==> src/rtl/alu_op_sequencer.sv <==
// alu_op_sequencer: command-side controller for the ALU result multiplexer.
// Accepts one operation at a time, drives registered select/operands to the
// ALU, waits LAT cycles, then captures and holds the result on a response port.
// Illegal opcodes and zero divisors are rejected without touching the ALU.
// Optional result flags are enabled with the ALU_SEQ_FLAGS_EN macro.
//
// state     | meaning
// ----------+------------------------------------------------------------
// ST_IDLE   | ready for a command
// ST_EXEC   | ALU inputs applied, counting down the ALU latency
// ST_RESP   | response held on rsp_* until the consumer accepts it

module alu_op_sequencer #(
    parameter int N   = 4,
    parameter int LAT = 1
) (
    input  logic         clk,
    input  logic         rst,
    input  logic         cmd_valid,
    output logic         cmd_ready,
    input  logic [3:0]   cmd_op,
    input  logic [N-1:0] cmd_a,
    input  logic [N-1:0] cmd_b,
    output logic [N-1:0] alu_a,
    output logic [N-1:0] alu_b,
    output logic [3:0]   alu_select,
    input  logic [N-1:0] alu_out,
    input  logic [N-1:0] alu_outaux,
    output logic         rsp_valid,
    input  logic         rsp_ready,
    output logic [N-1:0] rsp_data,
    output logic [N-1:0] rsp_hi,
    output logic         rsp_err,
    output logic         rsp_zero,
    output logic         rsp_neg,
    output logic         busy
);

    typedef enum logic [1:0] {
        ST_IDLE = 2'd0,
        ST_EXEC = 2'd1,
        ST_RESP = 2'd2
    } state_t;

    localparam logic [3:0] OP_MOD    = 4'b0100;
    localparam logic [3:0] OP_MULT   = 4'b0101;
    localparam logic [3:0] OP_DIV    = 4'b0110;
    localparam logic [3:0] OP_LAST   = 4'b1001;
    localparam logic [3:0] CNT_INIT  = 4'(LAT - 1);

    state_t       state_q, state_d;
    logic [3:0]   cnt_q, cnt_d;
    logic [3:0]   alu_sel_q, alu_sel_d;
    logic [N-1:0] alu_a_q, alu_a_d;
    logic [N-1:0] alu_b_q, alu_b_d;
    logic         rsp_valid_q, rsp_valid_d;
    logic [N-1:0] rsp_data_q, rsp_data_d;
    logic [N-1:0] rsp_hi_q, rsp_hi_d;
    logic         rsp_err_q, rsp_err_d;
    logic         rsp_zero_q, rsp_zero_d;
    logic         rsp_neg_q, rsp_neg_d;
    logic         busy_q, busy_d;

    logic         cmd_fire;
    logic         cmd_illegal;
    logic [N-1:0] res_hi;

    // Reset blocks acceptance in the same cycle so rst always wins a handshake.
    assign cmd_ready   = (state_q == ST_IDLE) && !rst;
    assign cmd_fire    = cmd_valid && cmd_ready;
    assign cmd_illegal = (cmd_op > OP_LAST) ||
                         (((cmd_op == OP_MOD) || (cmd_op == OP_DIV)) && (cmd_b == '0));
    // alu_select still holds the executing op, so it identifies a mult result.
    assign res_hi      = (alu_sel_q == OP_MULT) ? alu_outaux : '0;

    // Next-state and next-output computation for the sequencer.
    always_comb begin
        state_d    = state_q;
        cnt_d      = cnt_q;
        alu_sel_d  = alu_sel_q;
        alu_a_d    = alu_a_q;
        alu_b_d    = alu_b_q;
        rsp_data_d = rsp_data_q;
        rsp_hi_d   = rsp_hi_q;
        rsp_err_d  = rsp_err_q;
        rsp_zero_d = rsp_zero_q;
        rsp_neg_d  = rsp_neg_q;

        case (state_q)
            ST_IDLE: begin
                if (cmd_fire) begin
                    if (cmd_illegal) begin
                        rsp_data_d = '0;
                        rsp_hi_d   = '0;
                        rsp_err_d  = 1'b1;
                        rsp_zero_d = 1'b0;
                        rsp_neg_d  = 1'b0;
                        state_d    = ST_RESP;
                    end else begin
                        alu_sel_d = cmd_op;
                        alu_a_d   = cmd_a;
                        alu_b_d   = cmd_b;
                        cnt_d     = CNT_INIT;
                        state_d   = ST_EXEC;
                    end
                end
            end
            ST_EXEC: begin
                if (cnt_q == 4'd0) begin
                    rsp_data_d = alu_out;
                    rsp_hi_d   = res_hi;
                    rsp_err_d  = 1'b0;
`ifdef ALU_SEQ_FLAGS_EN
                    rsp_zero_d = (alu_out == '0) && (res_hi == '0);
                    rsp_neg_d  = (alu_sel_q == OP_MULT) ? res_hi[N-1] : alu_out[N-1];
`else
                    rsp_zero_d = 1'b0;
                    rsp_neg_d  = 1'b0;
`endif
                    state_d    = ST_RESP;
                end else begin
                    cnt_d = cnt_q - 4'd1;
                end
            end
            ST_RESP: begin
                if (rsp_ready) begin
                    state_d = ST_IDLE;
                end
            end
            default: begin
                state_d = ST_IDLE;
            end
        endcase

        busy_d      = (state_d != ST_IDLE);
        rsp_valid_d = (state_d == ST_RESP);
    end

    // State and registered outputs, synchronous reset.
    always_ff @(posedge clk) begin
        if (rst) begin
            state_q     <= ST_IDLE;
            cnt_q       <= 4'd0;
            alu_sel_q   <= 4'd0;
            alu_a_q     <= '0;
            alu_b_q     <= '0;
            rsp_valid_q <= 1'b0;
            rsp_data_q  <= '0;
            rsp_hi_q    <= '0;
            rsp_err_q   <= 1'b0;
            rsp_zero_q  <= 1'b0;
            rsp_neg_q   <= 1'b0;
            busy_q      <= 1'b0;
        end else begin
            state_q     <= state_d;
            cnt_q       <= cnt_d;
            alu_sel_q   <= alu_sel_d;
            alu_a_q     <= alu_a_d;
            alu_b_q     <= alu_b_d;
            rsp_valid_q <= rsp_valid_d;
            rsp_data_q  <= rsp_data_d;
            rsp_hi_q    <= rsp_hi_d;
            rsp_err_q   <= rsp_err_d;
            rsp_zero_q  <= rsp_zero_d;
            rsp_neg_q   <= rsp_neg_d;
            busy_q      <= busy_d;
        end
    end

    assign alu_select = alu_sel_q;
    assign alu_a      = alu_a_q;
    assign alu_b      = alu_b_q;
    assign rsp_valid  = rsp_valid_q;
    assign rsp_data   = rsp_data_q;
    assign rsp_hi     = rsp_hi_q;
    assign rsp_err    = rsp_err_q;
    assign rsp_zero   = rsp_zero_q;
    assign rsp_neg    = rsp_neg_q;
    assign busy       = busy_q;

endmodule

==> config.mk <==
export PLATFORM = sky130hd
export DESIGN_NAME = alu_op_sequencer
export DESIGN_NICKNAME = d
export VERILOG_FILES = /design/src/rtl/alu_op_sequencer.sv
export SDC_FILE = /design/constraint.sdc
export NUM_CORES = 1
export LEC_CHECK = 0
export CORE_MARGIN = 3
export CORE_UTILIZATION = 40
export CTS_CLUSTER_DIAMETER = 80
export DETAILED_ROUTE_END_ITERATION = 8
export PLACE_DENSITY = 0.83
export SLEW_MARGIN = 20
export SYNTH_ARGS = -nofsm -noshare
export SYNTH_HDL_FRONTEND = slang
export SYNTH_SLANG_ARGS = --single-unit
==> constraint.sdc <==
create_clock -name clk -period 2.5 [get_ports clk]
set_input_delay 0.25 -clock clk [delete_from_list [all_inputs] [get_ports clk]]
set_output_delay 0.25 -clock clk [all_outputs]
set_load 0.05 [all_outputs]
==> qor.csv <==
metric,value,unit
core region area,0.00315,mm2
Reg area,581,um2
Setup Buffers After CTS,0,
largest cells by area after synthesis,"dfxtp_1, mux2i_1, nor2_1, o211ai_2, buf_6",
Post-synth EDFFs,0,
timing-limited maximum frequency,502,MHz
cell family with most CP delay,simple AND/OR/NAND/NOR gates,
number of clock sinks seen by CTS,29,
most used flip-flop cell after synthesis,dfxtp_1,
H-tree depth,2,
final hold violation count,0,
Post-CTS Resized,0,
critical-path cell with the highest stage delay,or3b_2,
end of the worst register-to-register path,rsp_hi[2],
sequential-to-total area share from yosys stat,0.426,
critical path cell sequence,inv_1 -> ha_1 -> or3b_2 -> o22ai_2 -> or2_2 -> o21ai_1,
IO Port Bufs,47,
Syn Std Cell Area,0.00136,mm2
Area Growth Syn to Fin,40.6,%
number of maximum-capacitance violations,0,
Multi-input gate area,699,um2
critical path required time,2720,ps
largest voltage drop on the vdd net,337,uV
register share of total power,0.503,
TritonCTS clock tree,built,
classification of the worst-slack hold path,reg2reg,
min cycle time layout,1990,ps
Initial Util,0.432,
critical setup path kind,reg2reg,
clock network latency to the later pin of the worst-skew pair,330,ps
via count,1146,
simple logic cell fraction of the synthesized area,0.221,
Final GP Congestion,0.803,
Comb pwr share,0.213,
number of warnings reported in the yosys synthesis log,0,
antenna violations before repair,0,
WP buf/inv,1,
compound-gate portion of the synthesized area,0.167,
number of rows created at floorplan,20,
clock network power share,0.283,
Antenna diodes,0,
power density over the cells,506,mW/mm2
internal power component,0.674,mW
leading cell type by number of instances after synthesis,dfxtp_1,
global-route wire length before repair,4970,um
Chip Height,64.4,um
fraction of synthesized cell area in xor and xnor cells,0.0129,
post-detailed-routing wire length,3000,um
overall die area,0.00414,mm2
number of ports placed on the die boundary,50,
# setup viols final,0,
switching power,0.294,mW
reg-to-reg critical path startpoint,cnt_q[1],
final HPWL from detailed placement,2290,um
worst-margin pin slew,738,ps
HP Start,rsp_hi[0],
result of the run,"finished, final reports clean",
post-CTS clock slew at the launch and capture registers of the worst setup and hold paths,100,ps
slowest cell delay on critical path,500,ps
dominant combinational cell family by area after synthesis,simple AND/OR/NAND/NOR gates,
mux cell area share after synthesis,0.0882,
"Net count, final",211,
startpoint types,flip-flop,
register bit count reported by yosys,29,
final sum of negative setup slack,0,ps
Hold Path Sink,rsp_hi[0],
vias per std cell,4.98,
switching share of total power,0.304,
depth of the worst register-to-register path,6,
setup repair after global routing missed its margin,false,
vias in the first global route,1099,
biggest fanout along the worst timing path,14,
fraction of the cycle the final worst path needs,0.796,
"top cells by count, synth","dfxtp_1, nor2_1, mux2i_1",
Global Route Usage Sum,0.157,
WL/cell,13.0,um
leakage power figure,0.692,nW
count of hold buffers inserted by post-cts repair,0,
Num CTS Buffers,5,
DRT iter0 DRCs,49,
startpoint of the most critical setup path,cnt_q[1],
pin count of the biggest net entering global routing,25,
post-synthesis cell count,135,
cell accounting for the most synthesized area,dfxtp_1,
GRT overflow,0,
mean area per synthesized cell,10.1,um2
die boundary width,64.4,um
Yosys top cell area share,0.426,
Min-Delay Path Depth,2,
worst max-slew margin expressed relative to the limit,0.503,
R2R Setup Slk,510,ps
Netlist cell types,39,
Worst Skew,10.5,ps
post-layout utilization of the core,0.608,
buffer cell driving the clock tree root,clkbuf_4,
first drt pass iteration count,4,
sort of element at the end of the critical path,flip-flop,
arrival time of the worst setup path,2210,ps
Residual DRC,0,
Post-DRT Antenna Nets,0,
share of layout cells above drive strength 1,0.188,
post-synthesis adder-cell area fraction,0.0184,
number of buffers on the longest clock path,2,
count of pins over their slew limit,0,
final-layout fill cell count,295,
"Async S/R FF share, synth",0,
## how the worst max path moves through the flow
| stage | end | slack [ps] | depth (start not counted) |
|---|---|---|---|
| 6_report | rsp_hi[2] | 510 | 6 |
| 5_1_grt | rsp_hi[1] | 370 | 6 |
| 4_1_cts | rsp_hi[2] | 510 | 6 |
| 3_5_place_dp | rsp_hi[1] | 270 | 5 |
| 3_3_place_gp | alu_b[3] | 300 | 6 |
| 2_1_floorplan | cmd_ready | 490 | 3 |
## layer usage
metal,vias up,GRT usage,wire length (um)
met5,-,0,0
met4,0,0.0580,45
met3,7,0.0808,308
met2,46,0.237,1280
met1,510,0.188,1370
li1,583,-,-
## power by group through the flow
stage          logic (mW)  clock network (mW)  registers (mW)
6_report            0.207               0.274           0.488
3_3_place_gp        0.203                   0           0.497
3_5_place_dp        0.207                   0           0.498
2_1_floorplan      0.0882                   0           0.538
5_1_grt             0.219               0.302           0.490
4_1_cts             0.208               0.287           0.488
## stage by stage
stage | cell area [um2] | cells | setup WS [ps] | hold WS (ps) | power [mW]
final | 1920 | 230 | 510 | 471 | 0.968
after global routing | 1920 | 230 | 369 | 491 | 1.01
after CTS | 1920 | 230 | 514 | 472 | 0.982
after detailed placement | 1860 | 222 | 267 | 457 | 0.705
after global placement | 1860 | 222 | 296 | 456 | 0.701
after floorplan | 1370 | 136 | 495 | 397 | 0.626
## registers in the layout (all words and copies together), names as in the netlist
name and count:
state_q 2, rsp_valid 1, cnt_q 4, alu_b 4, alu_select 4, busy 1, alu_a 4, rsp_hi 4
rsp_err 1, rsp_data 4
## cell families (layout without fill, tap and decap cells)
logic type                 Yosys count  after routing
and+or+nand+nor                     49             49
DFF                                 29             29
AOI/OAI and AO/OA                   28             28
buffers and inverters               12             62
other                                1              2
adders and majority gates            2              2
muxes                               12             12
xor gates and xnor gates             2              2
## layout by cell type (no fill, tap or decap), types with 2 or more instances in the layout
cell type        instances
a21oi_1                  2
a21oi_2                  4
buf_4                    5
clkbuf_4                 5
clkdlybuf4s50_1         46
clkinv_2                 2
conb_1                   2
dfxtp_1                 29
ha_1                     2
inv_1                    2
mux2i_1                 12
nand2_1                  2
nand2b_1                 5
nand3_1                  2
nor2_1                  17
nor3_1                   6
o211ai_1                 4
o211ai_2                 4
o21ai_0                  3
o21ai_1                  5
or3b_2                   5
xor2_1                   2
## worst min-delay path, cell delays in order (launching register included)
cell,delay [ps]
dfxtp_1,320
nand2b_1,70
o21ai_1,50
## cell type report
| cell class | instances | area share |
|---|---|---|
| flip-flops and latches | 29 | 0.303 |
| repair buffers | 52 | 0.270 |
| inverters | 2 | 0.00392 |
| clock inverters | 3 | 0.00914 |
| multi-input cells | 95 | 0.365 |
| clock buffers | 5 | 0.0196 |
| well taps | 44 | 0.0287 |
(Power assumes the default switching activity.)
